**config.mk**
```make
export PLATFORM = sky130hd
export DESIGN_NAME = branch_prediction_unit_flat
export DESIGN_NICKNAME = d
export VERILOG_FILES = /design/src/rtl/branch_prediction_unit_pkg.sv /design/src/rtl/branch_prediction_unit_if.sv /design/src/rtl/branch_prediction_unit_resolve.sv /design/src/rtl/branch_prediction_unit.sv /design/src/flat_wrapper.sv
export SDC_FILE = /design/constraint.sdc
export NUM_CORES = 2
export LEC_CHECK = 0
export BUFFER_PORTS_ARGS = -buffer_cell sky130_fd_sc_hd__buf_2
export CAP_MARGIN = 20
export CORE_ASPECT_RATIO = 2
export CORE_UTILIZATION = 50
export DETAILED_ROUTE_END_ITERATION = 10
export GPL_TIMING_DRIVEN = 0
export PLACE_DENSITY = 0.69
export SLEW_MARGIN = 20
export SYNTH_ARGS = -nofsm -noshare
export SYNTH_HDL_FRONTEND = slang
export SYNTH_SLANG_ARGS = --single-unit
```
**constraint.sdc**
```tcl
create_clock -name CLK -period 4.9 [get_ports CLK]
set_input_delay 0 -clock CLK [delete_from_list [all_inputs] [get_ports CLK]]
set_output_delay 0 -clock CLK [all_outputs]
set_load 0.01 [all_outputs]
```
**src/rtl/branch_prediction_unit_pkg.sv**
```systemverilog
// Shared definitions for the branch prediction unit: branch condition codes,
// 2-bit saturating counter encodings, entry field widths and the counter step.
package branch_pkg;

    // Conditional-branch func3 codes; 3'b010 and 3'b011 are not branch conditions.
    localparam logic [2:0] F3_BEQ  = 3'b000;
    localparam logic [2:0] F3_BNE  = 3'b001;
    localparam logic [2:0] F3_BLT  = 3'b100;
    localparam logic [2:0] F3_BGE  = 3'b101;
    localparam logic [2:0] F3_BLTU = 3'b110;
    localparam logic [2:0] F3_BGEU = 3'b111;

    // Two-bit saturating direction counter; bit 1 is the taken prediction.
    typedef enum logic [1:0] {
        CNT_SNT = 2'b00,
        CNT_WNT = 2'b01,
        CNT_WT  = 2'b10,
        CNT_ST  = 2'b11
    } cnt_e;

    // Fixed-width fields of a table entry (tag width is a module parameter).
    localparam int CNT_W   = 2;
    localparam int VALID_W = 1;
    localparam int JUMP_W  = 1;

    // One training step of the direction counter, saturating at both ends.
    function automatic logic [CNT_W-1:0] cnt_step(input logic [CNT_W-1:0] cnt,
                                                  input logic             taken);
        logic [CNT_W-1:0] nxt;
        nxt = cnt;
        if (taken && cnt != CNT_ST)
            nxt = cnt + 2'b01;
        else if (!taken && cnt != CNT_SNT)
            nxt = cnt - 2'b01;
        return nxt;
    endfunction

endpackage

```
**src/rtl/branch_prediction_unit_if.sv**
```systemverilog
// Pipeline-facing bus of the branch prediction unit: fetch-stage lookup,
// execute-stage resolution inputs, redirect outputs and performance counters.
interface branch_prediction_unit_if #(
    parameter int XLEN = 32
);
    // Fetch-stage lookup
    logic [XLEN-1:0] IF_PC;
    logic            PRED_TAKEN;
    logic [XLEN-1:0] PRED_TARGET;

    // Execute-stage resolution
    logic            EX_VALID;
    logic [XLEN-1:0] EX_PC;
    logic            EX_JUMP;
    logic            EX_BRANCH;
    logic [2:0]      EX_FUNC3;
    logic [XLEN-1:0] EX_OUT1;
    logic [XLEN-1:0] EX_OUT2;
    logic [XLEN-1:0] EX_ALU_RESULT;
    logic            EX_PRED_TAKEN;
    logic [XLEN-1:0] EX_PRED_TARGET;

    // Redirect and statistics
    logic            FLUSH;
    logic [XLEN-1:0] REDIRECT_PC;
    logic [31:0]     BR_COUNT;
    logic [31:0]     MISPRED_COUNT;

    // Pipeline side: supplies PCs and EX state, consumes predictions/redirects.
    modport master (
        output IF_PC, EX_VALID, EX_PC, EX_JUMP, EX_BRANCH, EX_FUNC3,
               EX_OUT1, EX_OUT2, EX_ALU_RESULT, EX_PRED_TAKEN, EX_PRED_TARGET,
        input  PRED_TAKEN, PRED_TARGET, FLUSH, REDIRECT_PC, BR_COUNT, MISPRED_COUNT
    );

    // Predictor side.
    modport slave (
        input  IF_PC, EX_VALID, EX_PC, EX_JUMP, EX_BRANCH, EX_FUNC3,
               EX_OUT1, EX_OUT2, EX_ALU_RESULT, EX_PRED_TAKEN, EX_PRED_TARGET,
        output PRED_TAKEN, PRED_TARGET, FLUSH, REDIRECT_PC, BR_COUNT, MISPRED_COUNT
    );
endinterface

```
**src/rtl/branch_prediction_unit_resolve.sv**
```systemverilog
// Combinational EX-stage resolver: actual direction and target of a control
// instruction, misprediction against the carried prediction, and the correct next PC.
module branch_resolve
    import branch_pkg::*;
#(
    parameter int XLEN = 32
) (
    input  logic            i_ex_valid,
    input  logic            i_ex_jump,
    input  logic            i_ex_branch,
    input  logic [2:0]      i_ex_func3,
    input  logic [XLEN-1:0] i_ex_pc,
    input  logic [XLEN-1:0] i_ex_out1,
    input  logic [XLEN-1:0] i_ex_out2,
    input  logic [XLEN-1:0] i_ex_alu_result,
    input  logic            i_ex_pred_taken,
    input  logic [XLEN-1:0] i_ex_pred_target,
    output logic            o_ctl,
    output logic            o_taken,
    output logic [XLEN-1:0] o_target,
    output logic            o_mispredict,
    output logic            o_update_en,
    output logic [XLEN-1:0] o_redirect_pc
);

    logic w_cond;
    logic w_func3_ok;

    // Evaluate the branch condition selected by func3.
    always_comb begin
        // NOTE: every output of this block gets a default first, so no path leaves it
        // unassigned and no latch is inferred; blocking '=' is correct in combinational code.
        w_cond     = 1'b0;
        w_func3_ok = 1'b1;
        case (i_ex_func3)
            F3_BEQ:  w_cond = (i_ex_out1 == i_ex_out2);
            F3_BNE:  w_cond = (i_ex_out1 != i_ex_out2);
            F3_BLT:  w_cond = ($signed(i_ex_out1) <  $signed(i_ex_out2));
            F3_BGE:  w_cond = ($signed(i_ex_out1) >= $signed(i_ex_out2));
            F3_BLTU: w_cond = (i_ex_out1 <  i_ex_out2);
            F3_BGEU: w_cond = (i_ex_out1 >= i_ex_out2);
            default: w_func3_ok = 1'b0;
        endcase
    end

    // A jump always wins over the branch flag; jump targets are halfword aligned.
    assign o_ctl       = i_ex_valid & (i_ex_jump | i_ex_branch);
    assign o_taken     = i_ex_jump | (i_ex_branch & w_cond);
    assign o_target    = i_ex_jump ? {i_ex_alu_result[XLEN-1:1], 1'b0} : i_ex_alu_result;
    assign o_update_en = o_ctl & (i_ex_jump | w_func3_ok);

    assign o_mispredict  = o_ctl & ((o_taken != i_ex_pred_taken) |
                                    (o_taken & (o_target != i_ex_pred_target)));
    assign o_redirect_pc = o_taken ? o_target : i_ex_pc + XLEN'(4);

endmodule

```
**src/rtl/branch_prediction_unit.sv**
```systemverilog
// Direct-mapped BTB/BHT with zero-latency fetch lookup, EX-stage training,
// mispredict flush/redirect and saturating performance counters.
module branch_prediction_unit
    import branch_pkg::*;
#(
    parameter int         XLEN     = 32,
    parameter int         ENTRIES  = 64,    // power of two, at least 2
    parameter int         TAG_W    = 8,     // IDX_W + TAG_W + 2 must not exceed XLEN
    parameter logic [1:0] CNT_INIT = 2'b01
) (
    input  logic                    CLK,
    input  logic                    RESET,
    branch_prediction_unit_if.slave bus
);

    localparam int IDX_W = $clog2(ENTRIES);

    // Table storage
    logic                 r_valid   [ENTRIES];
    logic [TAG_W-1:0]     r_tag     [ENTRIES];
    logic [XLEN-1:0]      r_target  [ENTRIES];
    logic [CNT_W-1:0]     r_cnt     [ENTRIES];
    logic                 r_is_jump [ENTRIES];
    logic [31:0]          r_br_count;
    logic [31:0]          r_mispred_count;

    // Lookup and resolve wires
    logic [IDX_W-1:0]     w_if_idx;
    logic [TAG_W-1:0]     w_if_tag;
    logic                 w_if_hit;
    logic [IDX_W-1:0]     w_ex_idx;
    logic [TAG_W-1:0]     w_ex_tag;
    logic                 w_ex_hit;
    logic                 w_ctl;
    logic                 w_taken;
    logic [XLEN-1:0]      w_target;
    logic                 w_mispredict;
    logic                 w_update_en;
    logic [XLEN-1:0]      w_redirect_pc;
    logic                 w_unused_if_pc;

    // Index and tag come from fixed PC slices above the word offset.
    assign w_if_idx = bus.IF_PC[IDX_W+1:2];
    assign w_if_tag = bus.IF_PC[IDX_W+TAG_W+1:IDX_W+2];
    assign w_ex_idx = bus.EX_PC[IDX_W+1:2];
    assign w_ex_tag = bus.EX_PC[IDX_W+TAG_W+1:IDX_W+2];

    // High PC bits beyond the tag do not take part in the lookup.
    assign w_unused_if_pc = ^bus.IF_PC;

    // Fetch lookup reads the current table contents, so a same-cycle update is not visible.
    assign w_if_hit        = r_valid[w_if_idx] && (r_tag[w_if_idx] == w_if_tag);
    assign bus.PRED_TAKEN  = !RESET && w_if_hit && (r_is_jump[w_if_idx] || r_cnt[w_if_idx][1]);
    assign bus.PRED_TARGET = (!RESET && w_if_hit) ? r_target[w_if_idx] : '0;

    assign w_ex_hit = r_valid[w_ex_idx] && (r_tag[w_ex_idx] == w_ex_tag);

    branch_resolve #(
        .XLEN (XLEN)
    ) u_resolve (
        .i_ex_valid       (bus.EX_VALID),
        .i_ex_jump        (bus.EX_JUMP),
        .i_ex_branch      (bus.EX_BRANCH),
        .i_ex_func3       (bus.EX_FUNC3),
        .i_ex_pc          (bus.EX_PC),
        .i_ex_out1        (bus.EX_OUT1),
        .i_ex_out2        (bus.EX_OUT2),
        .i_ex_alu_result  (bus.EX_ALU_RESULT),
        .i_ex_pred_taken  (bus.EX_PRED_TAKEN),
        .i_ex_pred_target (bus.EX_PRED_TARGET),
        .o_ctl            (w_ctl),
        .o_taken          (w_taken),
        .o_target         (w_target),
        .o_mispredict     (w_mispredict),
        .o_update_en      (w_update_en),
        .o_redirect_pc    (w_redirect_pc)
    );

    // Redirect outputs are silent during reset and whenever there is no mispredict.
    assign bus.FLUSH         = !RESET && w_mispredict;
    assign bus.REDIRECT_PC   = bus.FLUSH ? w_redirect_pc : '0;
    assign bus.BR_COUNT      = r_br_count;
    assign bus.MISPRED_COUNT = r_mispred_count;

    // Train a hitting entry or allocate over the victim on a taken miss.
    always_ff @(posedge CLK) begin
        if (RESET) begin
            // NOTE: the table is built from flops rather than a RAM macro, which is what
            // lets reset clear every entry in a single cycle; use '<=' for all state.
            for (int i = 0; i < ENTRIES; i++) begin
                r_valid[i]   <= 1'b0;
                r_tag[i]     <= '0;
                r_target[i]  <= '0;
                r_cnt[i]     <= CNT_INIT;
                r_is_jump[i] <= 1'b0;
            end
        end else if (w_update_en) begin
            if (w_ex_hit) begin
                r_cnt[w_ex_idx] <= cnt_step(r_cnt[w_ex_idx], w_taken);
                if (w_taken)
                    r_target[w_ex_idx] <= w_target;
            end else if (w_taken) begin
                r_valid[w_ex_idx]   <= 1'b1;
                r_tag[w_ex_idx]     <= w_ex_tag;
                r_target[w_ex_idx]  <= w_target;
                r_cnt[w_ex_idx]     <= CNT_WT;
                r_is_jump[w_ex_idx] <= bus.EX_JUMP;
            end
        end
    end

    // Count resolved control instructions and mispredictions, holding at all-ones.
    always_ff @(posedge CLK) begin
        if (RESET) begin
            r_br_count      <= '0;
            r_mispred_count <= '0;
        end else begin
            if (w_ctl && r_br_count != '1)
                r_br_count <= r_br_count + 32'd1;
            if (w_mispredict && r_mispred_count != '1)
                r_mispred_count <= r_mispred_count + 32'd1;
        end
    end

endmodule
```
**src/flat_wrapper.sv**
```systemverilog
// flat-port wrapper written by rule: the top's interface ports become plain ports
module branch_prediction_unit_flat import branch_pkg::*;
#(
    parameter int         XLEN     = 32,
    parameter int         ENTRIES  = 64,                               
    parameter int         TAG_W    = 8,                                              
    parameter logic [1:0] CNT_INIT = 2'b01
)
  (CLK, RESET, bus_IF_PC, bus_EX_VALID, bus_EX_PC, bus_EX_JUMP, bus_EX_BRANCH, bus_EX_FUNC3, bus_EX_OUT1, bus_EX_OUT2, bus_EX_ALU_RESULT, bus_EX_PRED_TAKEN, bus_EX_PRED_TARGET, bus_PRED_TAKEN, bus_PRED_TARGET, bus_FLUSH, bus_REDIRECT_PC, bus_BR_COUNT, bus_MISPRED_COUNT);
  branch_prediction_unit_if #(.XLEN(XLEN)) bus_i ();
  input  logic CLK;
  input  logic RESET;
  input wire logic [$bits(bus_i.IF_PC)-1:0] bus_IF_PC;
  input wire logic [$bits(bus_i.EX_VALID)-1:0] bus_EX_VALID;
  input wire logic [$bits(bus_i.EX_PC)-1:0] bus_EX_PC;
  input wire logic [$bits(bus_i.EX_JUMP)-1:0] bus_EX_JUMP;
  input wire logic [$bits(bus_i.EX_BRANCH)-1:0] bus_EX_BRANCH;
  input wire logic [$bits(bus_i.EX_FUNC3)-1:0] bus_EX_FUNC3;
  input wire logic [$bits(bus_i.EX_OUT1)-1:0] bus_EX_OUT1;
  input wire logic [$bits(bus_i.EX_OUT2)-1:0] bus_EX_OUT2;
  input wire logic [$bits(bus_i.EX_ALU_RESULT)-1:0] bus_EX_ALU_RESULT;
  input wire logic [$bits(bus_i.EX_PRED_TAKEN)-1:0] bus_EX_PRED_TAKEN;
  input wire logic [$bits(bus_i.EX_PRED_TARGET)-1:0] bus_EX_PRED_TARGET;
  output wire logic [$bits(bus_i.PRED_TAKEN)-1:0] bus_PRED_TAKEN;
  output wire logic [$bits(bus_i.PRED_TARGET)-1:0] bus_PRED_TARGET;
  output wire logic [$bits(bus_i.FLUSH)-1:0] bus_FLUSH;
  output wire logic [$bits(bus_i.REDIRECT_PC)-1:0] bus_REDIRECT_PC;
  output wire logic [$bits(bus_i.BR_COUNT)-1:0] bus_BR_COUNT;
  output wire logic [$bits(bus_i.MISPRED_COUNT)-1:0] bus_MISPRED_COUNT;
  assign bus_i.IF_PC = bus_IF_PC;
  assign bus_i.EX_VALID = bus_EX_VALID;
  assign bus_i.EX_PC = bus_EX_PC;
  assign bus_i.EX_JUMP = bus_EX_JUMP;
  assign bus_i.EX_BRANCH = bus_EX_BRANCH;
  assign bus_i.EX_FUNC3 = bus_EX_FUNC3;
  assign bus_i.EX_OUT1 = bus_EX_OUT1;
  assign bus_i.EX_OUT2 = bus_EX_OUT2;
  assign bus_i.EX_ALU_RESULT = bus_EX_ALU_RESULT;
  assign bus_i.EX_PRED_TAKEN = bus_EX_PRED_TAKEN;
  assign bus_i.EX_PRED_TARGET = bus_EX_PRED_TARGET;
  assign bus_PRED_TAKEN = bus_i.PRED_TAKEN;
  assign bus_PRED_TARGET = bus_i.PRED_TARGET;
  assign bus_FLUSH = bus_i.FLUSH;
  assign bus_REDIRECT_PC = bus_i.REDIRECT_PC;
  assign bus_BR_COUNT = bus_i.BR_COUNT;
  assign bus_MISPRED_COUNT = bus_i.MISPRED_COUNT;
  branch_prediction_unit #(.XLEN(XLEN), .ENTRIES(ENTRIES), .TAG_W(TAG_W), .CNT_INIT(CNT_INIT)) u_core (.CLK(CLK), .RESET(RESET), .bus(bus_i));
endmodule
```
==> flow_summary.json, run 1 <==
{
  "start_util": 0.502,
  "numClockSinks": 2880,
  "synth_top_area_frac": 0.596,
  "synth_area_per_cell_um2": 14.7,
  "die_h_um": 747,
  "synth_most_common_cell": "edfxtp_1",
  "pre_cts_slack_ns": -3.89,
  "syn_nets": 9687,
  "grt_overflow": 7532,
  "status": "did not finish",
  "ys.warnings.count": 0,
  "ys_seq_area_frac": 0.614,
  "yosys-top-cells-count": "2752 x edfxtp_1, 1859 x and2_1, 909 x mux4_2, 790 x clkbuf_1, 447 x nor2_1",
  "synth_top_flop_cell": "edfxtp_1",
  "gr-usage-all-layers": 0.776,
  "syn_inst": 9449,
  "grt_pass1_vias": 138000,
  "grt_max_degree": 33,
  "yosysTopAreaCell": "edfxtp_1",
  "ios": 331,
  "tool.error": "[ERROR GRT-0116] Global routing finished with congestion. Check the congestion regions in the DRC Viewer.",
  "hpwl_um": 654000,
  "gp_congestion": 1.22,
  "clockBufferDepth": 4,
  "haltStage": "global routing (5_1_grt)",
  "numCtsBuffers": 267,
  "port_buffers": 299,
  "dpl_cell_area_um2": 150000,
  "ys_async_sr_fraction": 0,
  "ys_ff_latch": 2880,
  "die_w_um": 374,
  "syn_area_um2": 139000,
  "grt_pass1_wl_um": 1510000,
  "num_rows": 273,
  "synth_area_leaders": "edfxtp_1 60%, mux4_2 15%, and2_1 8.4%, clkbuf_1 2.1%, dfxtp_1 1.8%",
  "synth_cell_type_count": 84,
  "htree_levels": 5,
  "cts-root-buf": "clkbuf_16",
  "synth_edf_count": 2752
}
==> cell families after synthesis <==
kind of cell / count (synthesis) / synth area share
AND/OR/NAND/NOR: 3586 / 0.150
flip-flops: 2880 / 0.614
buffers and inverters: 1093 / 0.0327
multiplexers: 1041 / 0.158
AO/OA/AOI/OAI: 716 / 0.0358
XOR/XNOR: 96 / 0.00606
adder cells (fa/ha/maj): 37 / 0.00334
==> timing repair <==
item	4_1_cts
pin swaps	24
endpoints found under the setup margin	2594
hold buffers	24
setup buffers	52
hold endpoints to repair	88
gates resized for setup	365
cloned	7
==> through the flow <==
step,util,hold slack (ns),instances
after floorplan,-,0.181,9449
after global placement,0.524,0.352,13300
after detailed placement,0.543,0.338,13500
after CTS,0.582,0.00108,14100
==> layer usage <==
| metal | overflow | GRT usage |
|---|---|---|
| met2 | 5145 | 0.992 |
| met4 | 2274 | 0.820 |
| met5 | 10 | 0.260 |
| met1 | 38 | 0.735 |
| met3 | 65 | 0.590 |
==> run 2, diff against run 1 <==
CORE_ASPECT_RATIO = not set   (was 2)
CORE_UTILIZATION = 35   (was 50)
PLACE_DENSITY = not set   (was 0.69)
PLACE_DENSITY_LB_ADDON = 0.15   (was not set)
clock period = 6.4 ns   (was 4.9 ns; I/O delays follow)
==> run 2 against run 1 <==
  * The flow now finishes, with violations (negative setup slack)
  * Area after synthesis is the same
  * Synthesized cell count is the same
==> flow_summary.json, run 2 <==
{
  "hold_path_class": "in -> reg",
  "num_rows": 230,
  "violations": "negative setup slack",
  "synth_area_per_cell_um2": 14.7,
  "numCtsBuffers": 341,
  "clock_latency_ns": 1.01,
  "largest-register": "u_core.r_target",
  "finalMaxSlewViolations": 0,
  "synth_most_common_cell": "edfxtp_1",
  "start_util": 0.352,
  "dieArea_um2": 399000,
  "die_h_um": 631,
  "synth_area_leaders": "edfxtp_1 60%, mux4_2 15%, and2_1 8.4%, clkbuf_1 2.1%, dfxtp_1 1.8%",
  "critPathKind": "in -> reg",
  "gp_congestion": 1.02,
  "cp.arrival_ns": 7.29,
  "drc_errors": 0,
  "synth_top_area_frac": 0.596,
  "port_buffers": 299,
  "start_kind": "input pin",
  "ys_seq_area_frac": 0.614,
  "synth_edf_count": 2752,
  "met2WireLength_um": 317000,
  "finalSetupViolCount": 64,
  "cts-root-buf": "clkbuf_16",
  "ys_ff_latch": 2880,
  "dr.pass1.iters": 7,
  "ant_nets": 0,
  "largest_reg_flops": 2048,
  "die_w_um": 631,
  "min_period_over_period": 1.08,
  "fin_crit_ns": 6.90,
  "hpwl_um": 537000,
  "setup_ws_ns": -0.496,
  "numClockSinks": 2880,
  "p_leak_uw": 0.0563,
  "post-cts-setup-buffers": 0,
  "critPathMaxFanout": 11,
  "fin_cells": 15900,
  "rsz0062_at_grt": "false",
  "area_growth_syn_to_layout_pct": 17.6,
  "highest_layer": "met5",
  "clockBufferDepth": 4,
  "num-fill-cells": 36200,
  "synth_cell_type_count": 84,
  "grt_max_degree": 33,
  "htree_levels": 5,
  "antenna_found_initial": 103,
  "layout_commonest_cell": "edfxtp_1",
  "hold_violations": 0,
  "viasPerCell": 6.21,
  "cts_tree": "built",
  "yosys-top-cells-count": "2752 x edfxtp_1, 1859 x and2_1, 909 x mux4_2, 790 x clkbuf_1, 447 x nor2_1",
  "end_kind": "register",
  "ff2ff_path_depth": 13,
  "tightest_slew_ns": 1.46,
  "dp_cells": 15200,
  "vias": 98700,
  "syn_inst": 9449,
  "fmax_mhz": 145,
  "cp.required_ns": 6.80,
  "syn_area_um2": 139000,
  "clock_skew_ns": 0.0809,
  "reg_top3": "u_core.r_target x2048, u_core.r_tag x512, u_core.r_cnt x128",
  "peakVddDrop_v": 0.000196,
  "gr-usage-all-layers": 0.353,
  "final.setup.tns_ns": -13.69,
  "grt_overflow": 0,
  "grt_pass1_vias": 95400,
  "coreArea_um2": 393000,
  "relSlewSlack": 0.0247,
  "grt_pass1_wl_um": 923000,
  "synth_top_flop_cell": "edfxtp_1",
  "min_path_cells": 4,
  "cellPowerDensity_nw_per_um2": 289,
  "layout.nets": 10600,
  "cap_violations": 0,
  "m1WireLength_um": 254000,
  "routed_wl_um": 716000,
  "ys.warnings.count": 0,
  "status": "finished, violations left",
  "ios": 331,
  "layout_common_cells": "2752 x edfxtp_1, 1859 x and2_1, 909 x mux4_2, 723 x clkbuf_1, 471 x buf_2",
  "yosysTopAreaCell": "edfxtp_1",
  "first_iter_violations": 14700,
  "wl_per_cell_um": 45.1,
  "drive_gt1_frac": 0.241,
  "clk_pin_slew_worst_paths_ns": 0.06,
  "ys_async_sr_fraction": 0,
  "syn_nets": 9687,
  "wl_met3_um": 71000
}
[run 2: cell counts after synthesis]
Identical to the previous run, type by type.
[run 2: power by group]
group / switching [uW] / internal [uW] / total, uW / leakage, uW
Combinational: 3910 / 1780 / 5690 / 0.0239
Sequential: 372 / 21500 / 21900 / 0.0271
Clock: 8500 / 11000 / 19500 / 0.00529
[run 2: final cells by class]
class                      count  area (um2)  area share
antenna                       48         120    0.000737
buffer                      1024        4500      0.0276
clock buffer                 432        9130      0.0560
clock inverter               184        1620     0.00993
inverter                      67         251     0.00154
multi-input combinational   5476       49800       0.306
sequential                  2880       85200       0.523
tap                         5220        6530      0.0401
timing repair buffer         550        5870      0.0360
[run 2: per-stage QoR]
step	instance area (um2)	util	total power (uW)	hold slack, ns	worst slack (ns)
after floorplan	139000	-	24600	0.181	1.04
after global placement	147000	0.373	27400	0.417	-6.66
after detailed placement	152000	0.386	27700	0.400	-0.950
after CTS	163000	0.414	46800	0.0158	0.0570
after global routing	163000	0.414	47700	0.0665	0.00325
final	163000	0.414	47100	0.0576	-0.496
[run 2: final timing paths]
path / from / to / slack, ns
max: bus_EX_PC[3] / u_core.r_tag[24][4]$_SDFFCE_PN0P_ / -0.50
min: bus_EX_ALU_RESULT[0] / u_core.r_target[11][0]$_SDFFCE_PN0P_ / 0.06
max reg2reg: u_core.r_tag[51][3]$_SDFFCE_PN0P_ / u_core.r_tag[24][4]$_SDFFCE_PN0P_ / -0.37
min reg2reg: u_core.r_valid[41]$_DFF_P_ / u_core.r_valid[41]$_DFF_P_ / 0.48
[run 2: layer usage]
layer	global-route usage	vias up
met5	0	-
met4	0.297	38
met3	0.0883	2072
met2	0.536	7101
li1	-	37800
met1	0.421	51700
[run 2: logic make-up (layout without fill, tap and decap cells)]
| logic type | count (synthesis) | after routing | share of synthesized area |
|---|---|---|---|
| flops | 2880 | 2880 | 0.614 |
| fa+ha+maj | 37 | 37 | 0.00334 |
| compound gates | 716 | 716 | 0.0358 |
| simple gates | 3586 | 3586 | 0.150 |
| xor+xnor | 96 | 96 | 0.00606 |
| mux | 1041 | 1041 | 0.158 |
| other cells | 0 | 48 | 0 |
| buf+inv | 1093 | 2257 | 0.0327 |
[run 2: timing repair]
item | 4_1_cts | 5_1_grt
cloned | 0 | 0
setup endpoints to repair | 22 | 6
hold buffers | 42 | 0
resized for setup | 12 | 8
endpoints found under the hold margin | 381 | 0
[run 2: critical path, cell delays in order]
cell and delay [ns]:
buf_2 0.14, buf_6 0.19, buf_6 0.24, buf_2 0.71, buf_2 0.83, buf_2 0.58, nor2_1 0.10, o211ai_1 0.56
o221ai_1 0.31, nor4_1 0.70, or2_2 0.26, nand4_4 0.28, clkbuf_1 0.39, buf_2 0.36, nand2_1 0.15, buf_2 0.46
nand2_1 0.88
Note: power is estimated with default switching activity, not from simulation.
